### config.mk
export PLATFORM = sky130hd
export DESIGN_NAME = scaled_timing_regen
export DESIGN_NICKNAME = d
export VERILOG_FILES = /design/src/rtl/scaler_pkg.sv /design/src/rtl/sync_fifo.sv /design/src/rtl/scaled_timing_regen.sv
export SDC_FILE = /design/constraint.sdc
export NUM_CORES = 1
export LEC_CHECK = 0
export ABC_AREA = 1
export BUFFER_PORTS_ARGS = -buffer_cell sky130_fd_sc_hd__clkbuf_2
export CORE_AREA = 2 2 237 239
export CTS_BUF_LIST = sky130_fd_sc_hd__clkbuf_4 sky130_fd_sc_hd__clkbuf_8 sky130_fd_sc_hd__clkbuf_16
export CTS_CLUSTER_SIZE = 16
export DETAILED_ROUTE_END_ITERATION = 16
export DIE_AREA = 0 0 239 241
export PLACE_DENSITY_LB_ADDON = 0.3
export SETUP_SLACK_MARGIN = 0.3
export SLEW_MARGIN = 40
export SYNTH_ARGS = -nofsm -noshare
export SYNTH_HDL_FRONTEND = slang
export SYNTH_SLANG_ARGS = --single-unit
### constraint.sdc
create_clock -name clk -period 6.1 [get_ports clk]
set_input_delay 0.305 -clock clk [delete_from_list [all_inputs] [get_ports clk]]
set_output_delay 0.305 -clock clk [all_outputs]
set_load 0.02 [all_outputs]
### src/rtl/scaler_pkg.sv
// Shared types and constants for the scaled-stream timing regenerator.
// Raster geometry is fixed here; the mode helpers derive per-frame line length and active size.
package scaler_pkg;
  localparam int RGB_WIDTH  = 10;
  localparam int HACT       = 10;
  localparam int VACT       = 4;
  localparam int HTOTAL     = 14;
  localparam int OHSW       = 1;
  localparam int OHBP       = 2;
  localparam int OVSW       = 1;
  localparam int OVBP       = 0;
  localparam int FIFO_DEPTH = 16;
  localparam int VSYNC_POL  = 0;
  localparam int HSYNC_POL  = 0;

  localparam int HCNT_W = $clog2(3*HTOTAL);
  localparam int LCNT_W = $clog2(VACT+OVSW+OVBP+1);
  localparam int LVL_W  = $clog2(FIFO_DEPTH)+1;

  typedef enum logic [1:0] {
    MODE_BYPASS = 2'b00,
    MODE_HALF   = 2'b01,
    MODE_THIRD  = 2'b10
  } mode_e;

  typedef struct packed {
    logic [RGB_WIDTH-1:0] r;
    logic [RGB_WIDTH-1:0] g;
    logic [RGB_WIDTH-1:0] b;
  } rgb_t;

  typedef enum logic [2:0] {
    ST_IDLE, ST_VSYNC, ST_VBP, ST_WAIT_FILL, ST_ACTIVE, ST_VFP
  } regen_state_e;

  // Code 11 is unused by the scaler and falls back to bypass.
  function automatic mode_e decode_mode(logic [1:0] m);
    case (m)
      2'b01:   return MODE_HALF;
      2'b10:   return MODE_THIRD;
      default: return MODE_BYPASS;
    endcase
  endfunction

  function automatic logic [HCNT_W-1:0] line_len_of(mode_e m);
    case (m)
      MODE_HALF:  return HCNT_W'(2*HTOTAL);
      MODE_THIRD: return HCNT_W'(3*HTOTAL);
      default:    return HCNT_W'(HTOTAL);
    endcase
  endfunction

  function automatic logic [LVL_W-1:0] ohact_of(mode_e m);
    case (m)
      MODE_HALF:  return LVL_W'(HACT/2);
      MODE_THIRD: return LVL_W'(HACT/3);
      default:    return LVL_W'(HACT);
    endcase
  endfunction

  function automatic logic [LCNT_W-1:0] ovact_of(mode_e m);
    case (m)
      MODE_HALF:  return LCNT_W'(VACT/2);
      MODE_THIRD: return LCNT_W'(VACT/3);
      default:    return LCNT_W'(VACT);
    endcase
  endfunction
endpackage

### src/rtl/sync_fifo.sv
// Single-clock pixel FIFO with flush; a pop on a full FIFO frees room for a same-clock push.
module sync_fifo #(
  parameter int DATA_WIDTH = 30,
  parameter int DEPTH      = 16
) (
  input  logic                    clk,
  input  logic                    rst,
  input  logic                    push,
  input  logic                    pop,
  input  logic                    flush,
  input  logic [DATA_WIDTH-1:0]   wr_data,
  output logic [DATA_WIDTH-1:0]   rd_data,
  output logic                    full,
  output logic                    empty,
  output logic [$clog2(DEPTH):0]  level
);
  localparam int AW = $clog2(DEPTH);
  localparam int LW = AW + 1;

  logic [DATA_WIDTH-1:0] mem [DEPTH];
  logic [AW-1:0]         wr_ptr, rd_ptr;
  logic                  do_push, do_pop;

  assign empty   = (level == '0);
  assign full    = (level == LW'(DEPTH));
  assign do_pop  = pop && !empty;
  assign do_push = push && (!full || do_pop);
  assign rd_data = mem[rd_ptr];

  always_ff @(posedge clk) begin
    if (rst || flush) begin
      wr_ptr <= '0;
      rd_ptr <= '0;
      level  <= '0;
    end else begin
      if (do_push) wr_ptr <= wr_ptr + AW'(1);
      if (do_pop)  rd_ptr <= rd_ptr + AW'(1);
      level <= level + LW'(do_push) - LW'(do_pop);
    end
  end

  always_ff @(posedge clk) begin
    if (do_push && !flush) mem[wr_ptr] <= wr_data;
  end
endmodule

### src/rtl/scaled_timing_regen.sv
// Re-times a sparse DE-qualified scaled pixel stream into a regular raster whose line
// period is N input lines; a FIFO absorbs the burstiness between the two.
//
// state        | meaning
// ST_IDLE      | after reset, no frame seen; outputs quiet
// ST_VSYNC     | OVSW lines with vsync asserted
// ST_VBP       | OVBP blank lines (skipped when zero)
// ST_WAIT_FILL | blank lines until FIFO holds a full output line at a line boundary
// ST_ACTIVE    | OVACT lines with de window, one FIFO pop per de clock
// ST_VFP       | blank lines until the next input vsync edge
module scaled_timing_regen import scaler_pkg::*; (
  input  logic                 clk,
  input  logic                 rst,
  input  logic [1:0]           i_mode,
  input  logic                 i_vsync,
  input  logic                 i_de,
  input  logic [RGB_WIDTH-1:0] i_r,
  input  logic [RGB_WIDTH-1:0] i_g,
  input  logic [RGB_WIDTH-1:0] i_b,
  output logic                 o_vsync,
  output logic                 o_hsync,
  output logic                 o_de,
  output logic [RGB_WIDTH-1:0] o_r,
  output logic [RGB_WIDTH-1:0] o_g,
  output logic [RGB_WIDTH-1:0] o_b,
  output logic                 o_underflow,
  output logic                 o_overflow
);
  localparam logic [HCNT_W-1:0] DE_START = HCNT_W'(OHSW + OHBP);

  regen_state_e      state, state_nx;
  logic [HCNT_W-1:0] h_cnt, line_len;
  logic [LCNT_W-1:0] line_cnt, ovact;
  logic [LVL_W-1:0]  ohact, fifo_level;
  logic              vs_act, vs_d, frame_start, line_end;
  logic              fifo_full, fifo_empty, pop_eff;
  logic              hs_nx, vs_nx, de_nx;
  rgb_t              wr_pix, rd_pix;
  mode_e             mode;

  assign vs_act      = i_vsync ^ (VSYNC_POL != 0);
  assign frame_start = vs_act && !vs_d;
  assign line_end    = (h_cnt == line_len - HCNT_W'(1));
  assign mode        = decode_mode(i_mode);
  assign wr_pix      = '{r: i_r, g: i_g, b: i_b};
  assign pop_eff     = de_nx && !fifo_empty;

  sync_fifo #(.DATA_WIDTH(3*RGB_WIDTH), .DEPTH(FIFO_DEPTH)) u_fifo (
    .clk     (clk),
    .rst     (rst),
    .push    (i_de),
    .pop     (de_nx),
    .flush   (frame_start),
    .wr_data (wr_pix),
    .rd_data (rd_pix),
    .full    (fifo_full),
    .empty   (fifo_empty),
    .level   (fifo_level)
  );

  always_ff @(posedge clk) begin
    if (rst) state <= ST_IDLE;
    else     state <= state_nx;
  end

  // A vsync edge restarts the frame from any state, including mid-ACTIVE.
  always_comb begin
    state_nx = state;
    if (frame_start) state_nx = ST_VSYNC;
    else begin
      case (state)
        ST_VSYNC:     if (line_end && line_cnt == LCNT_W'(OVSW-1))
                        state_nx = (OVBP == 0) ? ST_WAIT_FILL : ST_VBP;
        ST_VBP:       if (line_end && line_cnt == LCNT_W'(OVBP-1)) state_nx = ST_WAIT_FILL;
        ST_WAIT_FILL: if (line_end && fifo_level >= ohact) state_nx = ST_ACTIVE;
        ST_ACTIVE:    if (line_end && line_cnt + LCNT_W'(1) == ovact) state_nx = ST_VFP;
        default:      ;
      endcase
    end
  end

  always_ff @(posedge clk) begin
    if (rst) begin
      vs_d     <= 1'b0;
      h_cnt    <= '0;
      line_cnt <= '0;
      line_len <= '0;
      ohact    <= '0;
      ovact    <= '0;
    end else begin
      vs_d <= vs_act;
      if (frame_start) begin
        line_len <= line_len_of(mode);
        ohact    <= ohact_of(mode);
        ovact    <= ovact_of(mode);
        h_cnt    <= '0;
        line_cnt <= '0;
      end else if (state != ST_IDLE) begin
        h_cnt <= line_end ? '0 : h_cnt + HCNT_W'(1);
        if (line_end) line_cnt <= (state_nx != state) ? '0 : line_cnt + LCNT_W'(1);
      end
    end
  end

  always_comb begin
    hs_nx = 1'b0;
    vs_nx = (state == ST_VSYNC);
    de_nx = 1'b0;
    if (state != ST_IDLE) hs_nx = (h_cnt < HCNT_W'(OHSW));
    if (state == ST_ACTIVE)
      de_nx = (h_cnt >= DE_START) && (h_cnt < DE_START + HCNT_W'(ohact));
  end

  // Underflowing de clocks keep their slot in the raster but carry black.
  always_ff @(posedge clk) begin
    if (rst) begin
      o_vsync     <= (VSYNC_POL != 0);
      o_hsync     <= (HSYNC_POL != 0);
      o_de        <= 1'b0;
      o_r         <= '0;
      o_g         <= '0;
      o_b         <= '0;
      o_underflow <= 1'b0;
      o_overflow  <= 1'b0;
    end else begin
      o_vsync     <= vs_nx ^ (VSYNC_POL != 0);
      o_hsync     <= hs_nx ^ (HSYNC_POL != 0);
      o_de        <= de_nx;
      o_r         <= pop_eff ? rd_pix.r : '0;
      o_g         <= pop_eff ? rd_pix.g : '0;
      o_b         <= pop_eff ? rd_pix.b : '0;
      o_underflow <= de_nx && fifo_empty;
      o_overflow  <= i_de && fifo_full && !pop_eff && !frame_start;
    end
  end
endmodule

==> summary.md, run 1 <==
| Metric | Value |
|---|---|
| Worst-Skew Late Latency | `0.63 ns` |
| Core area | `between 0.05 and 0.06 sq mm` |
| Critical path, cell by cell | `inv_2 -> ha_1 -> ha_1 -> o21ai_0 -> nand2_1 -> a21oi_1 -> o21bai_1 -> nand2_1 -> nand2_1 -> nand2_2 -> nand2_4 -> nor2_4 -> nand2_2 -> nor2_4 -> buf_4` |
| Area share of the largest cell type after synthesis | `66.1%` |
| Sequential fraction of the synthesis area | `72.3%` |
| Maximum vdd ir drop | `0.234 mV` |
| Filler cells | `4847` |
| Power per cell area | `309 mW/mm^2` |
| Crit path launch | `ohact[1]$_SDFFE_PP0P_` |
| Routed wire length | `between 50 and 60 mm` |
| Commonest non-fill, non-tap cell in the layout | `edfxtp_1` |
| Register area | `0.0158 sq mm` |
| Commonest cells after routing, fill and taps aside | `edfxtp_1 (480), nor2_1 (270), o21ai_0 (252)` |
| Die Y-Extent | `241 um` |
| Max-cap viol count | `0` |
| Multi-input logic area | `0.00545 sq mm` |
| GRT overflow | `0` |
| Hold Path Class | `input port to flip-flop` |
| Placed insts | `2359` |
| CTS tree | `yes` |
| Yosys warning total | `0` |
| Num CTS Buffers | `58` |
| Max Slew Vio Count | `0` |
| Hold Path Cell Cnt | `3` |
| Mapped Area | `0.0218 sq mm` |
| Yosys top cell by area | `edfxtp_1` |
| N_diodes | `0` |
| Kind of critical path | `flip-flop to flip-flop` |
| Worst-Margin Slew | `about 0.83 ns` |
| Slowest cell on the critical path | `buf_4` |
| Clock share of power | `43.8%` |
| Status | `complete, no violations` |
| Layout cell share with drive strength beyond 1 | `17.2%` |
| Post-Syn Area per Cell | `13.2 sq um` |
| Via density | `5.40` |
| Max incr delay on CP | `~0.49 ns` |
| Placer Congestion | `between 0.7 and 0.8` |
| Final count of negative-setup-slack endpoints | `0` |
| FF-to-FF setup slack | `around 2.6 ns` |
| Post-synth net total | `1723` |
| Cell Count, Final, Fillers Out | `about 2500` |
| Row cnt | `86` |
| Die Area | `0.0576 sq mm` |
| RSZ-0062 raised after global routing | `no` |
| Cell mode on critical path | `nand2_1` |
| Final hold violations | `0` |
| Switching share of power | `20.9%` |
| Lkg Pwr | `0.00831 uW` |
| Antenna violations before repair | `1` |
| Final core utilization | `between 40 and 50%` |
| Req. time, crit path | `6.37 ns` |
| Crit Path Max Fanout | `21` |
| Buffer and inverter count on the worst path | `2` |
| Total GRT Usage | `17.8%` |
| Max clock buf depth | `3` |
| Vias in the first global route | `13300` |
| Cell count after synthesis | `1656` |
| Fin nets | `1786` |
| Post-DP HPWL | `29.1 mm` |
| Die W | `239 um` |
| Nature of the critical path endpoint | `flip-flop` |
| Hold path start | `i_mode[1]` |
| R2R depth | `15` |
| Critical path launch point type | `flip-flop` |
| Detailed-route via count | `between 10000 and 15000` |
| TNS Setup | `0 ns` |
| Flop pwr share | `about 53%` |
| Antenna-violating nets left | `0` |
| Fin crit share | `56.6%` |
| Io pins | `71` |
| Initial Util | `39.7%` |
| Power share of the combinational group | `3.1%` |
| Top cells by area, synth | `edfxtp_1 (66%), dfxtp_1 (6.2%), o21ai_0 (5.8%), nor2_1 (4.9%), o221ai_1 (3.2%)` |
| DRC viols | `0` |
| Port bufs | `70` |
| Crit path DAT | `3.72 ns` |
| Yosys cell types | `43` |
| WP depth | `15` |
| Layout area overhead | `15.3%` |
| Yosys reg bits | `548` |
| Drt pass-1 iters | `5` |
| Pin count of the biggest net entering global routing | `111` |
| Initial DRC Count | `1187` |
| Critical R2R Launch | `ohact[1]$_SDFFE_PP0P_` |
| Max Clock Skew | `0.0252 ns` |
| Post-CTS sizing | `0` |
| First-pass GRT wire length | `approximately 80 mm` |
| Delay-heaviest family, CP | `simple AND/OR/NAND/NOR gates` |
| Clk slew on worst S/H paths | `about 0.060 ns` |
| Clock Sink Count | `548` |
| Root buffer selected by CTS | `clkbuf_16` |
| Int Power | `about 6200 uW` |
| Avg WL per Cell | `20.5 um` |
| Max frequency | `290 MHz` |
| Sw Pwr | `1620 uW` |
| H-tree Lvls | `2` |
| Crit path time final | `3.45 ns` |
| Slew HR | `44.4%` |
-- state kept, by name, summed over array words and instances (netlist names), 3 cells and up --
signal and flops:
h_cnt 6, line_cnt 3, o_b 10, o_g 10
o_r 10, ovact 3, state 3, u_fifo.level 5
u_fifo.mem 480, u_fifo.rd_ptr 4, u_fifo.wr_ptr 4
-- stage by stage --
stage          area (sq um)  total power, uW  hold WS [ns]  setup slack, ns
3_5_place_dp          23200             4450         0.483             2.67
4_1_cts               25100             7860       0.00631             2.65
6_report              25100             7780        0.0421             2.65
3_3_place_gp          22800             4440         0.469             2.64
5_1_grt               25100             8030        0.0549             2.40
2_1_floorplan         21800             4350         0.404             2.57
-- worst min-delay path: cells and delay by family --
family,cells,cell delay (ns)
compound gates,1,0.06
fa+ha+maj,1,0.14
buf+inv,1,0.11
-- final timing paths --
check,to
setup / recovery,u_fifo.mem[1][10]$_DFFE_PP_
hold / removal,line_len[2]$_SDFFE_PP0P_
setup reg to reg,u_fifo.mem[1][10]$_DFFE_PP_
hold reg to reg,line_cnt[1]$_SDFFE_PP0P_
-- cells by family (layout without fill, tap and decap cells) --
kind of cell | count (synthesis) | after routing | share of synthesized area [%]
adder cells (fa/ha/maj) | 31 | 31 | 1.81
XOR/XNOR | 10 | 10 | 0.402
flip-flops | 548 | 548 | 72.3
AO/OA/AOI/OAI | 472 | 472 | 13.5
AND/OR/NAND/NOR | 437 | 437 | 8.71
buffers and inverters | 158 | 267 | 3.22
-- cell type report --
cell class                      count  area share (%)
Sequential cell                   548            62.8
Inverter                           54           0.911
Timing Repair Buffer              107            3.69
Clock buffer                       81            6.54
Clock inverter                     25           0.861
Multi-Input combinational cell    950            21.7
Tap cell                          704            3.50
-- metal layers --
| metal | wire [um] | share of wire (%) | global-route usage, % | vias to the layer above |
|---|---|---|---|---|
| met5 | 13 | 0.026 | 0 | - |
| met4 | 1060 | 2.1 | 5.76 | 2 |
| met3 | 2330 | 4.6 | 2.63 | 81 |
| met2 | 24200 | 48 | 29.4 | 292 |
| met1 | 23000 | 45 | 24.4 | 6661 |
| li1 | - | - | - | 6302 |
-- power by group through the flow --
| stage | clock, uW | sequential [uW] | combinational [uW] |
|---|---|---|---|
| 4_1_cts | 3480 | 4130 | 244 |
| 3_5_place_dp | 0 | 4210 | 242 |
| 6_report | 3410 | 4130 | 242 |
| 5_1_grt | 3630 | 4130 | 272 |
| 2_1_floorplan | 0 | 4210 | 139 |
| 3_3_place_gp | 0 | 4210 | 234 |
-- cell usage after synthesis, drive strengths merged --
library cell,instances
edfxtp,480
nor2,297
o21ai,252
nand2,81
o221ai,79
clkbuf,68
dfxtp,68
a21oi,52
inv,52
o22ai,42
o211ai,41
nand3,40
buf,36
ha,30
xor2,6
nand4,4
nor3,4
xnor2,4
nand3b,3
nor4,3
nor3b,2
o21a,2
o21bai,2
or2,2
a211oi,1
a21boi,1
and2,1
bufinv,1
clkinv,1
fa,1
-- what timing repair did --
item / 4_1_cts / 5_1_grt
hold buffers: 3 / 0
setup buffers: 0 / 0
hold endpoints to repair: 3 / 0
Power figures use the tool's default switching activity.
==> run 2, diff against run 1 <==
clock period = 3.3 ns   (was 6.1 ns; I/O delays follow)
==> summary.md, run 2 (synthesis gave the netlist of run 1 again) <==
| Metric | Value |
|---|---|
| Critical path launch point type | `flip-flop` |
| Post-DP HPWL | `31.3 mm (+7.6%)` |
| CTS tree | `yes` |
| Status | `complete, no violations` |
| Clock Sink Count | `548 (unchanged)` |
| Design Area, Final | `0.0253 sq mm (+0.67%)` |
| Lkg Pwr | `0.00835 uW (+0.55%)` |
| Antenna-violating nets left | `0 (unchanged)` |
| Req. time, crit path | `3.83 ns (-2.54 ns)` |
| FF-to-FF setup slack | `0.42 ns (-2.23 ns)` |
| PnR worst setup slack | `0.423 ns (-2.23 ns)` |
| Detailed-route via count | `13700 (+2.7%)` |
| Cell Count, Final, Fillers Out | `2483 (+0.57%)` |
| Power per cell area | `560 mW/mm^2 (+81%)` |
| Drt pass-1 iters | `7 (+2)` |
| TNS Setup | `0 ns (unchanged)` |
| Crit path DAT | `3.40 ns (-0.32 ns)` |
| Core area | `0.0549 sq mm (unchanged)` |
| Max clock buf depth | `3 (unchanged)` |
| Pre-CTS WS | `0.109 ns (-2.56 ns)` |
| Max reg flops | `480 (unchanged)` |
| Avg WL per Cell | `21.7 um (+6.0%)` |
| First-pass GRT wire length | `82.3 mm (+4.6%)` |
| Root buffer selected by CTS | `clkbuf_16` |
| Fin crit share | `87.2% (+31 points)` |
| Die W | `239 um (unchanged)` |
| Layout area overhead | `16.1%` |
| Initial Util | `39.7% (unchanged)` |
| Worst-Margin Slew | `0.801 ns (-0.0310 ns)` |
| Pin count of the biggest net entering global routing | `94 (-15%)` |
| Placed cell areas | `0.0233 sq mm (+0.49%)` |
| Max Slew Vio Count | `0 (unchanged)` |
| Port bufs | `70 (unchanged)` |
| H-tree Lvls | `2 (unchanged)` |
| GRT overflow | `0 (unchanged)` |
| Worst-Skew Late Latency | `0.61 ns (-0.02 ns)` |
| Placer Congestion | `0.855 (+8.2%)` |
| Kind of critical path | `flip-flop to flip-flop` |
| Fin nets | `1804 (+1.0%)` |
| Total GRT Usage | `18.9% (+1.1 points)` |
| Layout cell share with drive strength beyond 1 | `18.4% (+1.2 points)` |
| Hold Path Class | `input port to flip-flop` |
| Commonest cells after routing, fill and taps aside | `edfxtp_1 (480), nor2_1 (270), o21ai_0 (250)` |
| RSZ-0062 raised after global routing | `yes` |
| Slew HR | `46.6% (+2.1 points)` |
| Die Area | `0.0576 sq mm (unchanged)` |
| Num CTS Buffers | `56 (-3.4%)` |
| Io pins | `71 (unchanged)` |
| Crit path time final | `2.88 ns (-0.575 ns)` |
| Via density | `5.52 (+2.1%)` |
| Crit Path Max Fanout | `3 (-86%)` |
| Final core utilization | `46.1% (+0.31 points)` |
| Antenna violations before repair | `3 (+2)` |
| Max Clock Skew | `0.0293 ns (+0.00408 ns)` |
| Max frequency | `348 MHz (+20%)` |
| Final hold violations | `0 (unchanged)` |
| Placed insts | `2368 (+0.38%)` |
| Routed wire length | `54.0 mm (+6.6%)` |
| DRC viols | `0 (unchanged)` |
| Final count of negative-setup-slack endpoints | `0 (unchanged)` |
| Vias in the first global route | `13700 (+3.1%)` |
| Die Y-Extent | `241 um (unchanged)` |
| Initial DRC Count | `1146 (-3.5%)` |
| Maximum vdd ir drop | `0.332 mV (+42%)` |
| Nature of the critical path endpoint | `flip-flop` |
| N_diodes | `0 (unchanged)` |
| Clk slew on worst S/H paths | `0.06 ns (about the same)` |
| Largest Register | `u_fifo.mem` |
| Row cnt | `86 (unchanged)` |
| Commonest non-fill, non-tap cell in the layout | `edfxtp_1` |
| Max-cap viol count | `0 (unchanged)` |
==> run 2: changes by cell type in the layout (fill, tap and decap cells not counted), sizes merged <==
| cell | change |
|---|---|
| buf | +15 |
| clkbuf | -2 |
| clkinv | -3 |
| clkinvlp | +1 |
| dlygate4sd3 | +5 |
| inv | -2 |
==> run 2: worst paths after layout <==
check | startpoint | endpoint | depth (start not counted)
worst max-delay path | ohact[0]$_SDFFE_PP0P_ | u_fifo.level[4]$_SDFF_PP0_ | 19
worst max register to register | ohact[0]$_SDFFE_PP0P_ | u_fifo.level[4]$_SDFF_PP0_ | 19
worst min register to register | line_cnt[1]$_SDFFE_PP0P_ | line_cnt[1]$_SDFFE_PP0P_ | 2
worst min-delay path | i_g[7] | u_fifo.mem[0][17]$_DFFE_PP_ | 1
==> run 2: power breakdown <==
part           internal, uW  switching (uW)
logic                   160             346
registers              7600            31.7
clock network          3500            2530
==> run 2: final cells by class <==
class / count / area (sq um)
Fill cell: 4848 / 29600
Sequential cell: 548 / 15800
Multi-Input combinational cell: 950 / 5520
Clock buffer: 79 / 1590
Timing Repair Buffer: 127 / 1120
Tap cell: 704 / 881
Inverter: 54 / 233
Clock inverter: 21 / 164
==> run 2: repair_timing <==
action	4_1_cts	5_1_grt
endpoints found under the setup margin	1	16
resized for setup	5	15
hold buffers	8	0
setup buffers	2	5
endpoints found under the hold margin	31	0
pin swaps	0	10
gates cloned	0	0
==> run 2: per-stage QoR <==
| step | total power, uW | hold WS [ns] |
|---|---|---|
| floorplan | 8040 | 0.264 |
| global placement | 8250 | 0.385 |
| detailed placement | 8260 | 0.390 |
| CTS | 14300 | 0.00898 |
| global route | 14600 | 0.0287 |
| finish | 14200 | 0.0441 |
==> run 2: worst max-delay path, cell delays in order (launching register included) <==
cell and delay (ns):
dfxtp_2 0.34, inv_2 0.05, ha_4 0.24, ha_4 0.26, o21ai_2 0.04, nand2_1 0.09
a21oi_2 0.06, o21bai_1 0.14, nand2_1 0.09, nand2_2 0.12, nor2_4 0.07, ha_4 0.26
inv_2 0.04, ha_4 0.16, fa_2 0.37, nand2_2 0.07, nand2_2 0.05, a21oi_2 0.16
o21ai_1 0.08, a21oi_1 0.14
==> run 2: routing by layer <==
| layer | vias to the layer above | global-route usage, % | wire (um) |
|---|---|---|---|
| met5 | - | 0 | 39 |
| met4 | 6 | 5.40 | 1120 |
| met3 | 85 | 3.03 | 3350 |
| met2 | 432 | 31.6 | 26100 |
| met1 | 6836 | 25.6 | 23400 |
| li1 | 6342 | - | - |
==> run 3, diff against run 2 <==
clock period = 2.7 ns   (was 3.3 ns; I/O delays follow)
==> summary.md, run 3 (synthesis gave the netlist of run 1 again) <==
| Metric | Value |
|---|---|
| Power per cell area | `669 mW/mm^2 (+19%)` |
| Reg-to-reg endpoint | `u_fifo.mem[11][17]$_DFFE_PP_` |
| Clk slew on worst S/H paths | `0.06 ns (about the same)` |
| Final hold violations | `0 (unchanged)` |
| Routed wire length | `55.2 mm (+2.3%)` |
| Critical path, cell by cell | `inv_4 -> ha_4 -> xor2_1 -> ha_1 -> a21oi_2 -> o21bai_1 -> nand2_1 -> nand2_2 -> buf_4 -> nand2_4 -> nand2_4 -> nor2_4 -> buf_12 -> nand2_8 -> nor2_4 -> buf_12 -> clkbuf_16` |
| Via density | `5.47 (-0.92%)` |
| Slowest cell on the critical path | `dfxtp_4` |
| Worst-Margin Slew | `0.703 ns (-0.0982 ns)` |
| Final Hold Slack | `0.0321 ns (-0.0120 ns)` |
| Post-DP HPWL | `31.8 mm (+1.7%)` |
| Row cnt | `86 (unchanged)` |
| Drt pass-1 iters | `7 (unchanged)` |
| Max clock buf depth | `3 (unchanged)` |
| Port bufs | `70 (unchanged)` |
| Critical path launch point type | `flip-flop` |
| Io pins | `71 (unchanged)` |
| Total GRT Usage | `18.5% (-0.38 points)` |
| Placer Congestion | `0.826 (-3.4%)` |
| Status | `finished, violations left` |
| Most used routing layer | `met2` |
| Fin nets | `1872 (+3.8%)` |
| Num CTS Buffers | `56 (unchanged)` |
| Avg WL per Cell | `21.6 um (-0.62%)` |
| H-tree Lvls | `2 (unchanged)` |
| PnR worst setup slack | `-0.0930 ns (-0.516 ns)` |
| Final count of negative-setup-slack endpoints | `165 (+165)` |
| FF-to-FF setup slack | `-0.09 ns (-0.52 ns)` |
| Met3 GRT Util | `2.94% (-0.092 points)` |
| Max incr delay on CP | `0.37 ns (about the same)` |
| Critical R2R Launch | `ohact[1]$_SDFFE_PP0P_` |
| Max frequency | `358 MHz (+3.0%)` |
| Core area | `0.0549 sq mm (unchanged)` |
| Initial DRC Count | `1421 (+24%)` |
| Kind of critical path | `flip-flop to flip-flop` |
| Failing checks | `setup timing` |
| Layout area overhead | `22.4%` |
| Worst-Skew Late Latency | `0.61 ns (about the same)` |
| Layout cell share with drive strength beyond 1 | `20.6% (+2.3 points)` |
| Commonest non-fill, non-tap cell in the layout | `edfxtp_1` |
| Slew HR | `53.1% (+6.5 points)` |
| Total power | `17900 uW (+26%)` |
| Crit path time final | `2.79 ns (-0.0842 ns)` |
| Lkg Pwr | `0.00891 uW (+6.7%)` |
| R2R depth | `17 (-2)` |
| Detailed-route via count | `14000 (+2.0%)` |
| Max Clock Skew | `0.0179 ns (-0.0114 ns)` |
| Largest Register | `u_fifo.mem` |
| Vias in the first global route | `13600 (-1.1%)` |
| N_diodes | `0 (unchanged)` |
| Crit Path Max Fanout | `8 (+5)` |
| GRT overflow | `0 (unchanged)` |
| Fin crit share | `103% (+16 points)` |
| Die Area | `0.0576 sq mm (unchanged)` |
| First-pass GRT wire length | `81.1 mm (-1.5%)` |
| Antenna-violating nets left | `0 (unchanged)` |
| Root buffer selected by CTS | `clkbuf_16` |
| Hold Path Class | `input port to flip-flop` |
| TNS Setup | `-7.67 ns (-7.67 ns)` |
| Max-cap viol count | `0 (unchanged)` |
| Met2 Use GR | `29.4% (-2.2 points)` |
| Commonest cells after routing, fill and taps aside | `edfxtp_1 (480), nor2_1 (270), o21ai_0 (249)` |
| Initial Util | `39.7% (unchanged)` |
| Die Y-Extent | `241 um (unchanged)` |
| Crit path launch | `ohact[1]$_SDFFE_PP0P_` |
| DRC viols | `0 (unchanged)` |
| Pin count of the biggest net entering global routing | `123 (+31%)` |
| CTS tree | `yes` |
| Crit path DAT | `3.11 ns (-0.29 ns)` |
| Die W | `239 um (unchanged)` |
| Antenna violations before repair | `0 (-3)` |
| Max reg flops | `480 (unchanged)` |
| Max Slew Vio Count | `0 (unchanged)` |
| Clock Sink Count | `548 (unchanged)` |
| End of the critical path | `u_fifo.mem[11][17]$_DFFE_PP_` |
| Maximum vdd ir drop | `0.497 mV (+50%)` |
| Met1 Usage GRT | `26.5% (+0.90 points)` |
| RSZ-0062 raised after global routing | `yes` |
| Nature of the critical path endpoint | `flip-flop` |
| Req. time, crit path | `3.02 ns (-0.81 ns)` |
==> run 3: changes by cell type in the layout (fill, tap and decap cells not counted), sizes merged <==
cell and delta:
inv +4, bufinv +4, dlygate4sd3 +13, clkinvlp +1, buf +39, clkbuf +7
clkinv +4
==> run 3: worst max-delay path, delay by kind of cell, from the launching register on <==
family,cells,cell delay (ns)
and+or+nand+nor,7,0.63
DFF,1,0.37
xor gates and xnor gates,1,0.14
adders and majority gates,2,0.45
buffers and inverters,5,0.68
AOI/OAI and AO/OA,2,0.20
==> run 3: what timing repair did <==
action                                  CTS  global route
gates resized for setup                   9            14
hold endpoints to repair                197             0
pin swaps                                11             8
endpoints found under the setup margin  484           502
cloned                                    1            16
buffers inserted                          4             9
hold buffers                             21             0
==> run 3: worst min path at each step <==
stage	slack, ns	cells past startpoint	startpoint	endpoint
floorplan	0.23	0	i_b[0]	u_fifo.mem[0][0]$_DFFE_PP_
global placement	0.36	3	i_vsync	vs_d$_SDFF_PP0_
detailed placement	0.36	3	i_vsync	vs_d$_SDFF_PP0_
CTS	-0.02	4	i_de	u_fifo.wr_ptr[1]$_SDFFE_PP0P_
global route	0.01	4	i_de	u_fifo.wr_ptr[1]$_SDFFE_PP0P_
finish	0.03	4	i_de	u_fifo.wr_ptr[1]$_SDFFE_PP0P_
==> run 3: final cells by class <==
type	instances	area (sq um)
multi-input cells	950	5600
repair buffers	195	2300
fillers	4691	28200
clock buffers	70	1520
clock inverters	34	348
flip-flops and latches	548	15800
inverters	54	230
well taps	704	881
==> run 3: report_power, final <==
| part | internal (uW) | switching (uW) |
|---|---|---|
| registers | 9290 | 36.0 |
| logic | 246 | 454 |
| clock network | 4590 | 3240 |
==> run 3: per-stage QoR <==
| stage | instances | instance area (sq um) | worst slack, ns | utilization (%) |
|---|---|---|---|---|
| global route | 2555 | 26700 | -0.263 | 48.6 |
| detailed placement | 2400 | 23900 | -0.221 | 43.5 |
| global placement | 2400 | 23900 | -0.168 | 43.5 |
| floorplan | 1656 | 22000 | -0.0116 | - |
| finish | 2555 | 26700 | -0.0930 | 48.6 |
| CTS | 2530 | 26100 | -0.0842 | 47.5 |
==> run 3: per-layer routing <==
layer  share of wire, %  up-vias
met1                 44     6921
li1                   -     6481
met2                 47      488
met5                  0        -
met4                2.1        0
met3                6.8       79
